==> config.mk <==
export PLATFORM = sky130hd
export DESIGN_NAME = scan_hex_formatter
export DESIGN_NICKNAME = d
export VERILOG_FILES = /design/src/rtl/scan_hex_formatter.sv
export SDC_FILE = /design/constraint.sdc
export NUM_CORES = 1
export LEC_CHECK = 0
export ABC_CLOCK_PERIOD_IN_PS = 2100
export CAP_MARGIN = 20
export CORE_MARGIN = 10
export CORE_UTILIZATION = 35
export CTS_CLUSTER_SIZE = 16
export DETAILED_ROUTE_END_ITERATION = 6
export SLEW_MARGIN = 20
export SYNTH_ARGS = -nofsm -noshare
export SYNTH_HDL_FRONTEND = slang
export SYNTH_SLANG_ARGS = --single-unit
==> constraint.sdc <==
create_clock -name clk -period 2.1 [get_ports clk]
set_clock_uncertainty 0.05 [all_clocks]
set_input_delay 0.315 -clock clk [delete_from_list [all_inputs] [get_ports clk]]
set_output_delay 0.315 -clock clk [all_outputs]
set_load 0.005 [all_outputs]
==> src/rtl/scan_hex_formatter.sv <==
// Buffers PS/2 scan-code bytes and prints each as "HH<sep>" over the UART write port.
// Optional `CRLF_EN inserts CR/LF after every BYTES_PER_LINE bytes.
module scan_hex_formatter #(
    parameter int          FIFO_AW        = 2,
    parameter int          BYTES_PER_LINE = 8,
    parameter logic [7:0]  SEP_CHAR       = 8'h20,
    parameter bit          LOWERCASE      = 1'b0
) (
    input  logic       clk,
    input  logic       reset,
    input  logic       scan_done_tick,
    input  logic [7:0] scan_data,
    input  logic       tx_full,
    output logic       wr_uart,
    output logic [7:0] w_data,
    output logic       busy,
    output logic       drop_tick,
    output logic [7:0] drop_count
);

    localparam int DEPTH = 1 << FIFO_AW;

    typedef enum logic [2:0] {
        IDLE,
        HI,
        LO,
        SEP
`ifdef CRLF_EN
        ,
        CR,
        LF
`endif
    } state_t;

    state_t           state_q;
    logic [7:0]       byte_q;
    logic             wr_uart_q;
    logic [7:0]       w_data_q;
    logic             drop_tick_q;
    logic [7:0]       drop_count_q;
    logic [7:0]       mem_q [DEPTH];
    logic [FIFO_AW:0] wptr_q, rptr_q;
    logic             fifo_empty, fifo_full, push, pop;

`ifdef CRLF_EN
    localparam logic [7:0] BPL = 8'(BYTES_PER_LINE);
    logic [7:0] line_cnt_q;
`endif

    function automatic logic [7:0] to_ascii(input logic [3:0] n);
        if (n < 4'd10)
            return 8'h30 + {4'h0, n};
        // 'a'-10 = 8'h57, 'A'-10 = 8'h37
        return (LOWERCASE ? 8'h57 : 8'h37) + {4'h0, n};
    endfunction

    assign fifo_empty = (wptr_q == rptr_q);
    assign fifo_full  = (wptr_q[FIFO_AW] != rptr_q[FIFO_AW]) &&
                        (wptr_q[FIFO_AW-1:0] == rptr_q[FIFO_AW-1:0]);
    // Full is judged before this cycle's pop, so a same-cycle pop never admits a write.
    assign push = scan_done_tick && !fifo_full;
    assign pop  = (state_q == IDLE) && !fifo_empty;

    always_ff @(posedge clk) begin
        if (push)
            mem_q[wptr_q[FIFO_AW-1:0]] <= scan_data;
    end

    always_ff @(posedge clk or posedge reset) begin
        if (reset) begin
            wptr_q       <= '0;
            rptr_q       <= '0;
            drop_tick_q  <= 1'b0;
            drop_count_q <= '0;
        end else begin
            if (push)
                wptr_q <= wptr_q + 1'b1;
            if (pop)
                rptr_q <= rptr_q + 1'b1;
            drop_tick_q <= scan_done_tick && fifo_full;
            if (scan_done_tick && fifo_full && drop_count_q != 8'hFF)
                drop_count_q <= drop_count_q + 8'd1;
        end
    end

    always_ff @(posedge clk or posedge reset) begin
        if (reset) begin
            state_q   <= IDLE;
            byte_q    <= '0;
            wr_uart_q <= 1'b0;
            w_data_q  <= '0;
`ifdef CRLF_EN
            line_cnt_q <= '0;
`endif
        end else begin
            wr_uart_q <= 1'b0;
            case (state_q)
                IDLE: if (!fifo_empty) begin
                    byte_q  <= mem_q[rptr_q[FIFO_AW-1:0]];
                    state_q <= HI;
                end
                HI: if (!tx_full) begin
                    wr_uart_q <= 1'b1;
                    w_data_q  <= to_ascii(byte_q[7:4]);
                    state_q   <= LO;
                end
                LO: if (!tx_full) begin
                    wr_uart_q <= 1'b1;
                    w_data_q  <= to_ascii(byte_q[3:0]);
                    state_q   <= SEP;
                end
                SEP: if (!tx_full) begin
                    wr_uart_q <= 1'b1;
                    w_data_q  <= SEP_CHAR;
`ifdef CRLF_EN
                    if (line_cnt_q + 8'd1 == BPL) begin
                        line_cnt_q <= '0;
                        state_q    <= CR;
                    end else begin
                        line_cnt_q <= line_cnt_q + 8'd1;
                        state_q    <= IDLE;
                    end
`else
                    state_q <= IDLE;
`endif
                end
`ifdef CRLF_EN
                CR: if (!tx_full) begin
                    wr_uart_q <= 1'b1;
                    w_data_q  <= 8'h0D;
                    state_q   <= LF;
                end
                LF: if (!tx_full) begin
                    wr_uart_q <= 1'b1;
                    w_data_q  <= 8'h0A;
                    state_q   <= IDLE;
                end
`endif
                default: state_q <= IDLE;
            endcase
        end
    end

    assign wr_uart    = wr_uart_q;
    assign w_data     = w_data_q;
    assign busy       = (state_q != IDLE) || !fifo_empty;
    assign drop_tick  = drop_tick_q;
    assign drop_count = drop_count_q;

endmodule

==> results summary <==
The run finished with clean final reports. The maximum fanout along the worst path came out at 9. The main flop type after synthesis is dfrtp_1. The post-synthesis cell area came out at 0.003027 mm2. The filler cells instantiated in the layout total 742. The estimated wirelength of the detail-placed design is 3820 um. The last weighted congestion value of the routability-driven placer came out at 0.7806.

Data arrives at the worst endpoint at around 1.8 ns. At the end of the flow, the number of nets in the layout was 290. After synthesis, the share of flip-flops with an asynchronous set or reset is 0.5077.

In this run the count of I/O pins placed on the die edge is 31. TritonCTS built the clock tree. The met3 wire length came out at approximately 330 um. By area, the combinational part of the netlist is dominated by multiplexers. The via count of the routed design is 1757. The number of global-route vias before repair came out at 1798. The library cell used most frequently in the layout, excluding fill and tap cells, is edfxtp_1. The area of the die is 0.01277 mm2. Yosys printed 0 warnings. The xor and xnor fraction of the mapped netlist area is 0.05085.

The average instance area after synthesis came out at 13.82 um2. STA classifies the critical path startpoint as a flip-flop. The standard cell core area came out at 0.008299 mm2. The highest metal layer carrying signal wires in the routed design is met4. The total routing usage reported by global routing came out at 0.08286. The final max-slew violation count is 0. Summed over all layers, the global routing overflow is 0. Summing all non-filler instances in the final layout gives an area of 0.003731 mm2.

The die is 113.0 um tall. The H-tree depth reported by CTS came out at 3. Of the total synthesized cell area, the portion taken by AND, OR, NAND and NOR gates is 0.07896. The worst supply voltage drop on vdd is around 0.56 mV.

In this run the clock root is driven by a clkbuf_8. The aggregate negative setup slack came out at 0 ns. The count of cells along the worst register-to-register path came out at 4. The clock buffer count from CTS came out at 9. STA puts the critical path data required time at 2.04 ns. The type of the worst setup path is reg2reg. The sequential fraction of the synthesis area came out at 0.5903.

The number of nets produced by synthesis is roughly 250. Setup violations remaining at the end of the flow were counted as 0. The total placed instance area is 0.003463 mm2. In the final routed layout, each cell accounts on average for 13.67 um. The detailed-route wire length on metal 1 came out at around 2400 um. The time the final worst path needs with I/O delays and setup came out at 1.878 ns. From synthesis to final layout, the design area changed by 23.27%. The top achievable clock speed is 532.4 MHz. Leaving out fill and tap cells, the most frequent cells in the layout are edfxtp_1 (32), dfrtp_1 (28), clkdlybuf4s50_1 (28), inv_1 (16), ha_1 (13). The number of search-and-repair iterations in the first detailed-routing pass came out at 4. In this run the critical register-to-register path is launched from wptr_q[0]$_DFFE_PP0P_. Yosys mapped a number of flops with a built-in enable equal to 32. The final antenna diode count is 0. The starting density of the core is 0.3647. The residual DRC count came out at 0. The number of port buffers is 29. The first global-routing pass estimated 8783 um of wire. The reported max-cap violation count is 0.

The floorplan step set the die width to approximately 110 um. The number of storage elements in the synthesis netlist is between 60 and 70. The worst setup path is captured at a flip-flop. The total count of hold-check failures in the final report came out at 0. The clock transition at the register clock pins on the worst setup and hold paths after CTS came out at 0.08 ns. The pin count of the biggest net entering global routing came out at 34. The number of distinct library cell variants in the gate-level netlist after synthesis is 43. The post-route clock period utilization is 0.8944. The compound-cell area share of the yosys netlist is 0.08185. After detailed routing, the met2 layer carries 2303 um of wire. The later pin in the worst-skew pair is clocked with a latency of 0.33 ns. The number of antenna violations at the first check in global routing is 0. The clock sink count is 65. The leakage power of the design is approximately 1.5 nW. The share of cells above drive strength 1 came out at 0.2379.

Of the post-synthesis cell area, the part taken by muxes is 0.1042. The type of the worst min-delay path is in2async. The setup slack on the worst flop-to-flop path came out at 0.22 ns. Setup repair after global routing left no endpoint under its margin.

Power spread over the standard cell area amounts to 1493 mW/mm2. The adder and majority gate portion of the synthesized area is 0.05788. The endpoint identified for the worst register-to-register timing path is mem_q[3][0]$_DFFE_PP_.

No sink is reached through more buffers than the 2 on the longest clock path. The number of nets with antenna violations after detailed routing is 0. The number of cells produced by synthesis is 219. The post-detailed-routing wire length is 5114 um. For this block, the initial DRC count from the detailed router was 42.

Row generation in the floorplan step produced 33 rows. The number of vias per cell is 4.698.
[area by class of cell]
| class | instances | area (um2) | share of cell area |
|---|---|---|---|
| Inverter | 16 | 60.06 | 0.01610 |
| Clock buffer | 10 | 127.6 | 0.03421 |
| Clock inverter | 6 | 67.56 | 0.01811 |
| Sequential cell | 65 | 1793 | 0.4805 |
| Tap cell | 105 | 131.4 | 0.03521 |
| Multi-Input combinational cell | 131 | 1169 | 0.3132 |
| Timing Repair Buffer | 41 | 382.9 | 0.1026 |
[cell usage after synthesis, types with 2 or more instances]
library cell	instances	area, um2
xor2_1	7	61.31
a21oi_1	8	40.04
mux2_2	12	135.1
o21ai_1	4	20.02
ha_1	14	175.2
xnor2_2	2	32.53
and4b_1	2	20.02
and2_1	4	25.02
a22oi_1	2	15.01
inv_1	16	60.06
buf_2	3	15.01
buf_4	2	15.01
xnor2_1	5	43.79
a31oi_1	2	12.51
dfrtp_1	33	825.8
nor3_1	5	25.02
nand3_1	3	15.01
nor2_1	11	41.29
o21ai_0	9	45.04
nor2b_1	2	12.51
edfxtp_1	32	960.9
a21boi_0	3	22.52
nand2_1	11	41.29
mux4_2	8	180.2
[per-stage QoR]
step	util	hold slack [ns]	worst slack [ns]	power, mW	std cells
2_1_floorplan	-	0.3314	0.2274	3.761	219
3_3_place_gp	0.4173	0.4164	0.1253	4.391	354
3_5_place_dp	0.4173	0.4198	0.1094	4.434	354
4_1_cts	0.4449	0.3218	0.007809	5.560	372
5_1_grt	0.4496	0.3390	0.1235	6.010	374
6_report	0.4496	0.3187	0.2218	5.570	374
[metal layers]
metal / vias up / global-route usage
met5: - / 0
li1: 878 / -
met2: 33 / 0.1206
met4: 0 / 0.02030
met3: 4 / 0.04173
met1: 842 / 0.1068
[cells by family after synthesis]
family	after synthesis
AND/OR/NAND/NOR	44
other	1
multiplexers	20
XOR/XNOR	15
adder cells (fa/ha/maj)	14
AO/OA/AOI/OAI	37
flip-flops	65
buffers and inverters	23
[worst max path at each step]
stage | to | from | slack (ns) | cells past startpoint
final | mem_q[3][0]$_DFFE_PP_ | wptr_q[0]$_DFFE_PP0P_ | 0.22 | 4
after global routing | mem_q[3][2]$_DFFE_PP_ | wptr_q[0]$_DFFE_PP0P_ | 0.12 | 4
after detailed placement | mem_q[3][1]$_DFFE_PP_ | scan_done_tick | 0.11 | 4
after global placement | mem_q[3][1]$_DFFE_PP_ | scan_done_tick | 0.13 | 4
after floorplan | w_data[5]$_DFFE_PP0P_ | state_q[0]$_DFFE_PP0P_ | 0.23 | 9
after CTS | busy | rptr_q[2]$_DFFE_PP0P_ | 0.008 | 4
[worst max-delay path, cell delays in order (launching register included)]
cell	delay, ns
dfrtp_2	0.43
buf_4	0.16
xnor2_2	0.18
a31oi_4	0.29
and2_1	0.42
[sequential cells by signal, summed over array words and instances (netlist names)]
register	count
mem_q	32
byte_q	8
drop_count	8
w_data	7
rptr_q	3
wptr_q	3
state_q	2
drop_tick	1
wr_uart	1
[what timing repair did]
item                                    CTS  global route
buffers inserted                          2             2
endpoints found under the setup margin    1             1
hold buffers                              0             0
hold endpoints to repair                  0             0
pin swaps                                 1             2
resized for setup                         4             7
[report_power, final]
group / switching, mW / internal (mW)
Sequential: 0.331 / 1.79
Combinational: 1.13 / 1.29
Clock: 0.480 / 0.552
Total: 1.94 / 3.63
No activity file was read; power rests on OpenSTA's default activity.
